`src/rtl/stack_ctrl.sv`:
```
// stack_ctrl: push/pop command front-end for one attached `stack` block.
// TOS lives in a local register; the stack memory holds everything below it
// and its registered Q presents next-of-stack. A one-cycle SETTLE state
// follows every stack write so that Q has recovered from read-during-write
// before the next command is accepted.
module stack_ctrl #(
    parameter int saddr_width = 8,
    parameter int width       = 16
) (
    input  logic                 clk,
    input  logic                 reset_n,
    input  logic                 cmd_valid,
    output logic                 cmd_ready,
    input  logic [1:0]           cmd_op,
    input  logic [width-1:0]     cmd_data,
    output logic [width-1:0]     tos,
    output logic [width-1:0]     nos,
    output logic                 nos_valid,
    output logic [saddr_width:0] depth,
    output logic                 empty,
    output logic                 full,
    output logic                 err_overflow,
    output logic                 err_underflow,
    input  logic                 err_clr,
    output logic [width-1:0]     stk_D,
    output logic                 stk_dec,
    output logic                 stk_change,
    output logic                 stk_update,
    input  logic [width-1:0]     stk_Q
);

    localparam logic [1:0] OP_PUSH    = 2'b00;
    localparam logic [1:0] OP_POP     = 2'b01;
    localparam logic [1:0] OP_SET_TOS = 2'b10;

    localparam logic [saddr_width:0] DEPTH_ONE = (saddr_width + 1)'(1);
    localparam logic [saddr_width:0] DEPTH_TWO = (saddr_width + 1)'(2);
    localparam logic [saddr_width:0] MAX_DEPTH = {1'b1, {saddr_width{1'b0}}};

    typedef enum logic {
        IDLE   = 1'b0,
        SETTLE = 1'b1
    } state_t;

    state_t               state_q, state_d;
    logic [width-1:0]     tos_q, tos_d;
    logic [saddr_width:0] depth_q, depth_d;
    logic                 ovf_q, ovf_d;
    logic                 unf_q, unf_d;
    logic                 ready_q, ready_d;
    logic                 nos_valid_q, nos_valid_d;
    logic                 accept;
    logic                 is_full;

    assign accept  = cmd_valid && (state_q == IDLE);
    assign is_full = (depth_q == MAX_DEPTH);

    // Decode the accepted command into next state and the stack strobes.
    always_comb begin
        state_d    = IDLE;
        tos_d      = tos_q;
        depth_d    = depth_q;
        ovf_d      = ovf_q & ~err_clr;
        unf_d      = unf_q & ~err_clr;
        stk_D      = tos_q;
        stk_change = 1'b0;
        stk_dec    = 1'b0;
        stk_update = 1'b0;
        if (accept) begin
            case (cmd_op)
                OP_PUSH: begin
                    if (is_full) begin
                        ovf_d = 1'b1;
                    end else if (depth_q == '0) begin
                        // First entry lives only in the TOS register.
                        tos_d   = cmd_data;
                        depth_d = DEPTH_ONE;
                    end else begin
                        // Spill the old TOS into memory at SP+1.
                        stk_change = 1'b1;
                        tos_d      = cmd_data;
                        depth_d    = depth_q + DEPTH_ONE;
                        state_d    = SETTLE;
                    end
                end
                OP_POP: begin
                    if (depth_q == '0) begin
                        unf_d = 1'b1;
                    end else if (depth_q == DEPTH_ONE) begin
                        tos_d   = '0;
                        depth_d = '0;
                    end else begin
                        // No write involved, so Q reloads cleanly on this edge.
                        stk_change = 1'b1;
                        stk_dec    = 1'b1;
                        tos_d      = stk_Q;
                        depth_d    = depth_q - DEPTH_ONE;
                    end
                end
                OP_SET_TOS: begin
                    if (depth_q == '0) begin
                        unf_d = 1'b1;
                    end else begin
                        tos_d = cmd_data;
                    end
                end
                default: begin
                    if (depth_q < DEPTH_TWO) begin
                        unf_d = 1'b1;
                    end else begin
                        stk_update = 1'b1;
                        stk_D      = cmd_data;
                        state_d    = SETTLE;
                    end
                end
            endcase
        end
        ready_d     = (state_d == IDLE);
        nos_valid_d = (state_d == IDLE) && (depth_d >= DEPTH_TWO);
    end

    // FSM and all registered state, cleared asynchronously.
    always_ff @(posedge clk or negedge reset_n) begin
        if (!reset_n) begin
            state_q     <= IDLE;
            tos_q       <= '0;
            depth_q     <= '0;
            ovf_q       <= 1'b0;
            unf_q       <= 1'b0;
            ready_q     <= 1'b1;
            nos_valid_q <= 1'b0;
        end else begin
            state_q     <= state_d;
            tos_q       <= tos_d;
            depth_q     <= depth_d;
            ovf_q       <= ovf_d;
            unf_q       <= unf_d;
            ready_q     <= ready_d;
            nos_valid_q <= nos_valid_d;
        end
    end

    assign cmd_ready     = ready_q;
    assign tos           = tos_q;
    assign nos           = stk_Q;
    assign nos_valid     = nos_valid_q;
    assign depth         = depth_q;
    assign empty         = (depth_q == '0);
    assign full          = is_full;
    assign err_overflow  = ovf_q;
    assign err_underflow = unf_q;

endmodule

```
`config.mk`:
```
export PLATFORM = sky130hd
export DESIGN_NAME = stack_ctrl
export DESIGN_NICKNAME = d
export VERILOG_FILES = /design/src/rtl/stack_ctrl.sv
export SDC_FILE = /design/constraint.sdc
export NUM_CORES = 1
export LEC_CHECK = 0
export CORE_MARGIN = 3
export CORE_UTILIZATION = 35
export CTS_BUF_LIST = sky130_fd_sc_hd__clkbuf_2 sky130_fd_sc_hd__clkbuf_4 sky130_fd_sc_hd__clkbuf_8
export DETAILED_ROUTE_END_ITERATION = 6
export GPL_ROUTABILITY_DRIVEN = 1
export PLACE_DENSITY = 0.7
export SETUP_SLACK_MARGIN = 0.02
export SLEW_MARGIN = 5
export SYNTH_ARGS = -nofsm -noshare
export SYNTH_HDL_FRONTEND = slang
export SYNTH_SLANG_ARGS = --single-unit
export TNS_END_PERCENT = 5
```
`constraint.sdc`:
```
create_clock -name clk -period 8 [get_ports clk]
set_input_delay 1.6 -clock clk [delete_from_list [all_inputs] [get_ports clk]]
set_output_delay 1.6 -clock clk [all_outputs]
set_load 0.02 [all_outputs]
```
==> flow_summary.json, run 1 <==
{
  "drtIter0Drc": 147,
  "cts-root-buf": "clkbuf_8",
  "setup_ws_ns": 2.55,
  "cp-startpoint": "cmd_op[0]",
  "synth_top_family_by_area": "compound AO/OA/AOI/OAI gates",
  "worstMarginPinSlew_ns": 1.12,
  "cts_buffer_depth": 2,
  "ir_worst_vdd_mv": 0.130,
  "route.detailed.drc": 0,
  "core_area_mm2": 0.00613,
  "hold_buffers": 0,
  "drive_gt1_frac": 0.118,
  "drtAntennaViolNets": 0,
  "gp_congestion": 0.852,
  "synth_seq_cells": 30,
  "fin_tns_setup_ns": 0,
  "n_antenna_cell": 0,
  "initial_core_util": 0.375,
  "p_clk_frac": 0.166,
  "setup_viol_count_final": 0,
  "synth_edf_count": 0,
  "report.final.slew_viol_count": 0,
  "dr.pass1.iters": 4,
  "die_area_mm2": 0.00758,
  "p_sw_uw": 408,
  "critical_path_required_ns": 6.40,
  "switching_share": 0.433,
  "drt_wl_total_um": 7060,
  "synth_area_leaders": "dfrtp_1, o21ai_0, mux2_2",
  "hold_path_class": "reg -> reg",
  "arrival_ns": 3.85,
  "synth-adder-area-share": 0.0435,
  "endpoint_kind": "output port",
  "async_flop_share": 1.00,
  "slew_headroom": 0.250,
  "synthCells": 275,
  "internal_power_uw": 534,
  "rsz0062_at_grt": "false",
  "synth.area.mux_share": 0.0783,
  "htree_levels": 2,
  "yosysSeqAreaShare": 0.327,
  "io_pins": 104,
  "critPathMaxFanout": 17,
  "finClkSkew_ns": 0.00843,
  "status": "finished clean",
  "via_per_inst": 5.24,
  "fin_nets": 402,
  "place_ws_ns": 2.54,
  "final.period_utilization": 0.682,
  "p_leak_nw": 1.34,
  "clock-sinks": 30,
  "drv_cap": 0,
  "r2r_start": "depth[1]",
  "timing.rr.end": "nos_valid",
  "holdWs_ns": 0.504,
  "netlist_area_mm2": 0.00230,
  "hold_viol": 0,
  "critPathLaunchType": "input pin",
  "yosys_warnings": 0,
  "synth_nets": 321,
  "finalCriticalPeriod_ns": 5.45,
  "route.vias.total": 2262,
  "synth.avg_cell_area_um2": 8.36,
  "slowest_stage": "clkdlybuf4s50_1",
  "crit_type": "in -> out",
  "wire_per_inst_um": 16.3,
  "io_buffers": 103,
  "ctsResizeCount": 0,
  "timing.critical_path.to": "stk_D[3]",
  "antenna_found_initial": 0,
  "area_growth_pct": 47.1,
  "ys_types": 51,
  "rows": 28,
  "path_clk_slew_ns": 0.07,
  "synth_top_area_frac": 0.316,
  "worstRegToRegCells": 8,
  "tritoncts": "yes",
  "cp_cell_sequence": "clkdlybuf4s50_1 -> ha_1 -> o21ai_0 -> or2_2 -> mux2_2 -> clkdlybuf4s50_1",
  "ys.flop_type": "dfrtp_1",
  "fmax_mhz": 183,
  "post_cts_buffers": 0,
  "cts-buffers-inserted": 5,
  "grt_usage": 0.192,
  "pwr-share-seq": 0.292,
  "max_stage_delay_ns": 0.61,
  "fp.dieH_um": 87.1,
  "synth_compound_area_frac": 0.225,
  "grt_max_degree": 33,
  "grt_pass1_vias": 2227,
  "r2r_setup_slack_ns": 4.72,
  "grt_remaining_overflow": 0,
  "insertion_delay_ns": 0.29,
  "cp_common_cell": "clkdlybuf4s50_1",
  "grt_pass1_wl_um": 11600,
  "fp.dieW_um": 87.1,
  "synth_simple_gate_area_share": 0.211,
  "power_density_mw_per_mm2": 278,
  "synth_top_cell_by_area": "dfrtp_1",
  "dp_hpwl_um": 5300,
  "synthXorXnorAreaFrac": 0.0114,
  "pwr-share-comb": 0.542
}
==> metrics by stage <==
stage,cell area [um2],util,cells,total power [mW]
finish,3380,0.552,432,0.942
global route,3380,0.552,432,1.01
CTS,3380,0.552,432,0.947
detailed placement,3270,0.533,424,0.787
global placement,3270,0.533,424,0.782
floorplan,2300,-,275,0.563
==> cells in the final DEF, fill, tap and decap left out, drive strengths merged, types with 2 or more instances in the layout <==
cell,netlist,routed
clkdlybuf4s50,0,103
o21ai,37,37
dfrtp,29,29
nand2,27,27
a21oi,23,23
nor2b,18,18
mux2,16,16
inv,12,12
nor2,12,12
ha,8,8
nand3,7,7
clkbuf,13,5
nor3,4,4
buf,20,4
o311ai,4,4
or4b,4,4
or3,3,3
o21a,3,3
nand4,2,2
nand2b,2,2
xor2,2,2
nor4,2,2
o221a,2,2
or2,2,2
a221o,2,2
a31oi,2,2
clkinvlp,0,2
or4,2,2
a21boi,2,2
==> power by group through the flow <==
stage | registers [mW] | logic [mW] | clock network [mW]
floorplan | 0.293 | 0.270 | 0
finish | 0.275 | 0.510 | 0.156
global placement | 0.276 | 0.506 | 0
detailed placement | 0.276 | 0.511 | 0
CTS | 0.274 | 0.513 | 0.159
global route | 0.287 | 0.555 | 0.170
==> worst min path at each step <==
stage            startpoint      endpoint  slack, ns  cells past startpoint
2_1_floorplan  err_overflow  err_overflow       0.59                      1
3_3_place_gp   err_overflow  err_overflow       0.48                      1
3_5_place_dp   err_overflow  err_overflow       0.48                      1
4_1_cts        err_overflow  err_overflow       0.51                      1
5_1_grt        err_overflow  err_overflow       0.52                      1
6_report       err_overflow  err_overflow       0.50                      1
==> Yosys cell counts (all sizes together) (3+ instances only) <==
master and instances:
mux2 16, ha 8, nor2b 18, dfrtp 29, or4b 4, inv 12
nand2 27, a21oi 23, clkbuf 13, o21ai 37, o21a 3, nor2 12
buf 20, o311ai 4, nor3 4, nand3 7, or3 3
==> logic make-up (layout without fill, tap and decap cells) <==
logic type      after synthesis  in the layout
simple gates                 90             90
flops                        30             30
mux                          16             16
compound gates               83             83
fa+ha+maj                     8              8
xor+xnor                      3              3
buf+inv                      45            127
==> registers in the layout, summed over array words and instances (netlist names) <==
signal and flops:
err_overflow 1, nos_valid 1, depth 9, cmd_ready 1
state_q 1, err_underflow 1, tos 16
==> worst max-delay path, delay by kind of cell <==
kind                       cells  cell delay [ns]
muxes                          1             0.30
adders and majority gates      1             0.19
AOI/OAI and AO/OA              1             0.14
and+or+nand+nor                1             0.50
buffers and inverters          2             1.12
==> metal layers <==
metal,GRT usage,vias up,routed length [um]
li1,-,1125,-
met1,0.263,1057,3010
met2,0.308,75,3600
met3,0.0416,5,380
met4,0.0467,0,62
met5,0,-,0
==> area by class of cell <==
cell class,count,area (um2)
Sequential cell,30,752
Fill cell,566,2750
Timing Repair Buffer,107,1060
Inverter,12,47.5
Multi-Input combinational cell,200,1310
Clock inverter,3,45.0
Clock buffer,5,68.8
Tap cell,75,93.8
Note: power is estimated with default switching activity, not from simulation.
==> inputs of run 2 (changes only) <==
==> constraint.sdc (replaced) <==
create_clock -name clk -period 5.5 [get_ports clk]
set_input_delay 1.1 -clock clk [delete_from_list [all_inputs] [get_ports clk]]
set_output_delay 1.1 -clock clk [all_outputs]
set_load 0.02 [all_outputs]
==> flow_summary.json, run 2 (synthesis gave the netlist of run 1 again) <==
{
  "fmax_mhz": 224,
  "hold_buffers": 0,
  "drtIter0Drc": 122,
  "clock-sinks": 30,
  "report.final.slew_viol_count": 0,
  "grt_usage": 0.189,
  "finalPower_mw": 1.33,
  "layout_common_cells": "clkdlybuf4s50_1, o21ai_0, dfrtp_1",
  "io_pins": 104,
  "power_density_mw_per_mm2": 395,
  "critical_path_required_ns": 4.40,
  "insertion_delay_ns": 0.28,
  "ir_worst_vdd_mv": 0.179,
  "setup_viol_count_final": 0,
  "arrival_ns": 3.36,
  "finClkSkew_ns": 0.00710,
  "route.detailed.drc": 0,
  "gp_congestion": 0.860,
  "cts_buffer_depth": 2,
  "drt_wl_total_um": 7090,
  "area_growth_pct": 46.2,
  "switching_share": 0.441,
  "status": "finished clean",
  "p_clk_frac": 0.138,
  "fin_nets": 402,
  "p_sw_uw": 586,
  "largest_register_ffs": 16,
  "worst-path-buf-inv": 2,
  "fp.dieH_um": 87.1,
  "slowest_stage": "clkdlybuf4s50_1",
  "tritoncts": "yes",
  "fp.dieW_um": 87.1,
  "crit_type": "in -> out",
  "hold_viol": 0,
  "cp_cell_sequence": "clkdlybuf4s50_1 -> ha_1 -> o21ai_0 -> or2_2 -> mux2_2 -> clkdlybuf4s50_1",
  "internal_power_uw": 743,
  "critPathLaunchType": "input pin",
  "slew_headroom": 0.222,
  "grt_pass1_vias": 2250,
  "route.vias.total": 2283,
  "drv_cap": 0,
  "core_area_mm2": 0.00613,
  "die_area_mm2": 0.00758,
  "worstMarginPinSlew_ns": 1.17,
  "dp_hpwl_um": 5460,
  "hold_path_class": "reg -> reg",
  "htree_levels": 2,
  "p_leak_nw": 1.34,
  "cp_common_cell": "clkdlybuf4s50_1",
  "initial_core_util": 0.375,
  "grt_remaining_overflow": 0,
  "fin_tns_setup_ns": 0,
  "final_core_util": 0.549,
  "rows": 28,
  "dr.pass1.iters": 4,
  "grt_pass1_wl_um": 11300,
  "critPathMaxFanout": 17,
  "io_buffers": 103,
  "final_common_cell": "clkdlybuf4s50_1",
  "antenna_found_initial": 0,
  "path_clk_slew_ns": 0.07,
  "grt_max_degree": 33,
  "pwr-share-seq": 0.302,
  "post_cts_buffers": 0,
  "max_stage_delay_ns": 0.62,
  "ctsResizeCount": 0,
  "cts-buffers-inserted": 5,
  "drive_gt1_frac": 0.118,
  "pwr-share-comb": 0.560,
  "n_antenna_cell": 0,
  "via_per_inst": 5.28,
  "cp_top_family": "buffers and inverters",
  "finalCriticalPeriod_ns": 4.46,
  "endpoint_kind": "output port",
  "rsz0062_at_grt": "false",
  "wire_per_inst_um": 16.4,
  "drtAntennaViolNets": 0,
  "cts-root-buf": "clkbuf_8",
  "final.period_utilization": 0.811
}
==> run 2: changes by cell type in the layout (fill, tap and decap cells not counted) <==
| cell | before | now |
|---|---|---|
| bufinv_16 | 1 | 0 |
| clkinv_2 | 0 | 1 |
| clkbuf_8 | 5 | 6 |
| clkinvlp_4 | 2 | 1 |
==> run 2: stage by stage <==
| step | instance area, um2 | instances | hold slack (ns) | worst slack (ns) |
|---|---|---|---|---|
| final | 3360 | 432 | 0.494 | 1.04 |
| after global routing | 3360 | 432 | 0.515 | 0.942 |
| after CTS | 3360 | 432 | 0.498 | 1.04 |
| after detailed placement | 3270 | 424 | 0.479 | 1.04 |
| after global placement | 3270 | 424 | 0.482 | 1.09 |
| after floorplan | 2300 | 275 | 0.595 | 1.75 |
==> run 2: layout make-up <==
cell class	instances	area, um2
clock inverter	2	12.5
clock buffer	6	82.6
tap	75	93.8
multi-input combinational	200	1310
sequential	30	752
timing repair buffer	107	1060
inverter	12	47.5
fill	600	2770
==> run 2: layer usage <==
layer / vias to the layer above / routed length (um) / GRT usage
met5: - / 0 / 0
met4: 0 / 38 / 0.0382
met3: 2 / 413 / 0.0454
met2: 83 / 3570 / 0.308
met1: 1067 / 3070 / 0.255
li1: 1131 / - / -
==> run 2: power groups by stage <==
stage | clock, mW | sequential, mW | combinational [mW]
after floorplan | 0 | 0.426 | 0.393
after global routing | 0.204 | 0.417 | 0.802
after detailed placement | 0 | 0.402 | 0.746
after CTS | 0.191 | 0.399 | 0.748
final | 0.184 | 0.401 | 0.743
after global placement | 0 | 0.400 | 0.737
==> run 2: worst reg2reg max path: stages (launching register included) <==
cell	delay (ns)
dfrtp_1	0.50
inv_1	0.18
ha_1	0.25
or4b_1	0.51
nor2_2	0.39
o311ai_0	0.20
o21ai_0	0.13
or4b_2	0.64
o41a_1	0.33
==> run 2: final timing paths <==
path | from | cells after the start | to | slack [ns]
min in group asynchronous | reset_n | 2 | tos[13] | 1.21
max in group asynchronous | reset_n | 2 | cmd_ready | 3.96
hold / removal | err_overflow | 1 | err_overflow | 0.49
setup / recovery | cmd_op[0] | 6 | stk_D[3] | 1.04
hold reg to reg | err_overflow | 1 | err_overflow | 0.49
setup reg to reg | depth[1] | 8 | nos_valid | 2.24
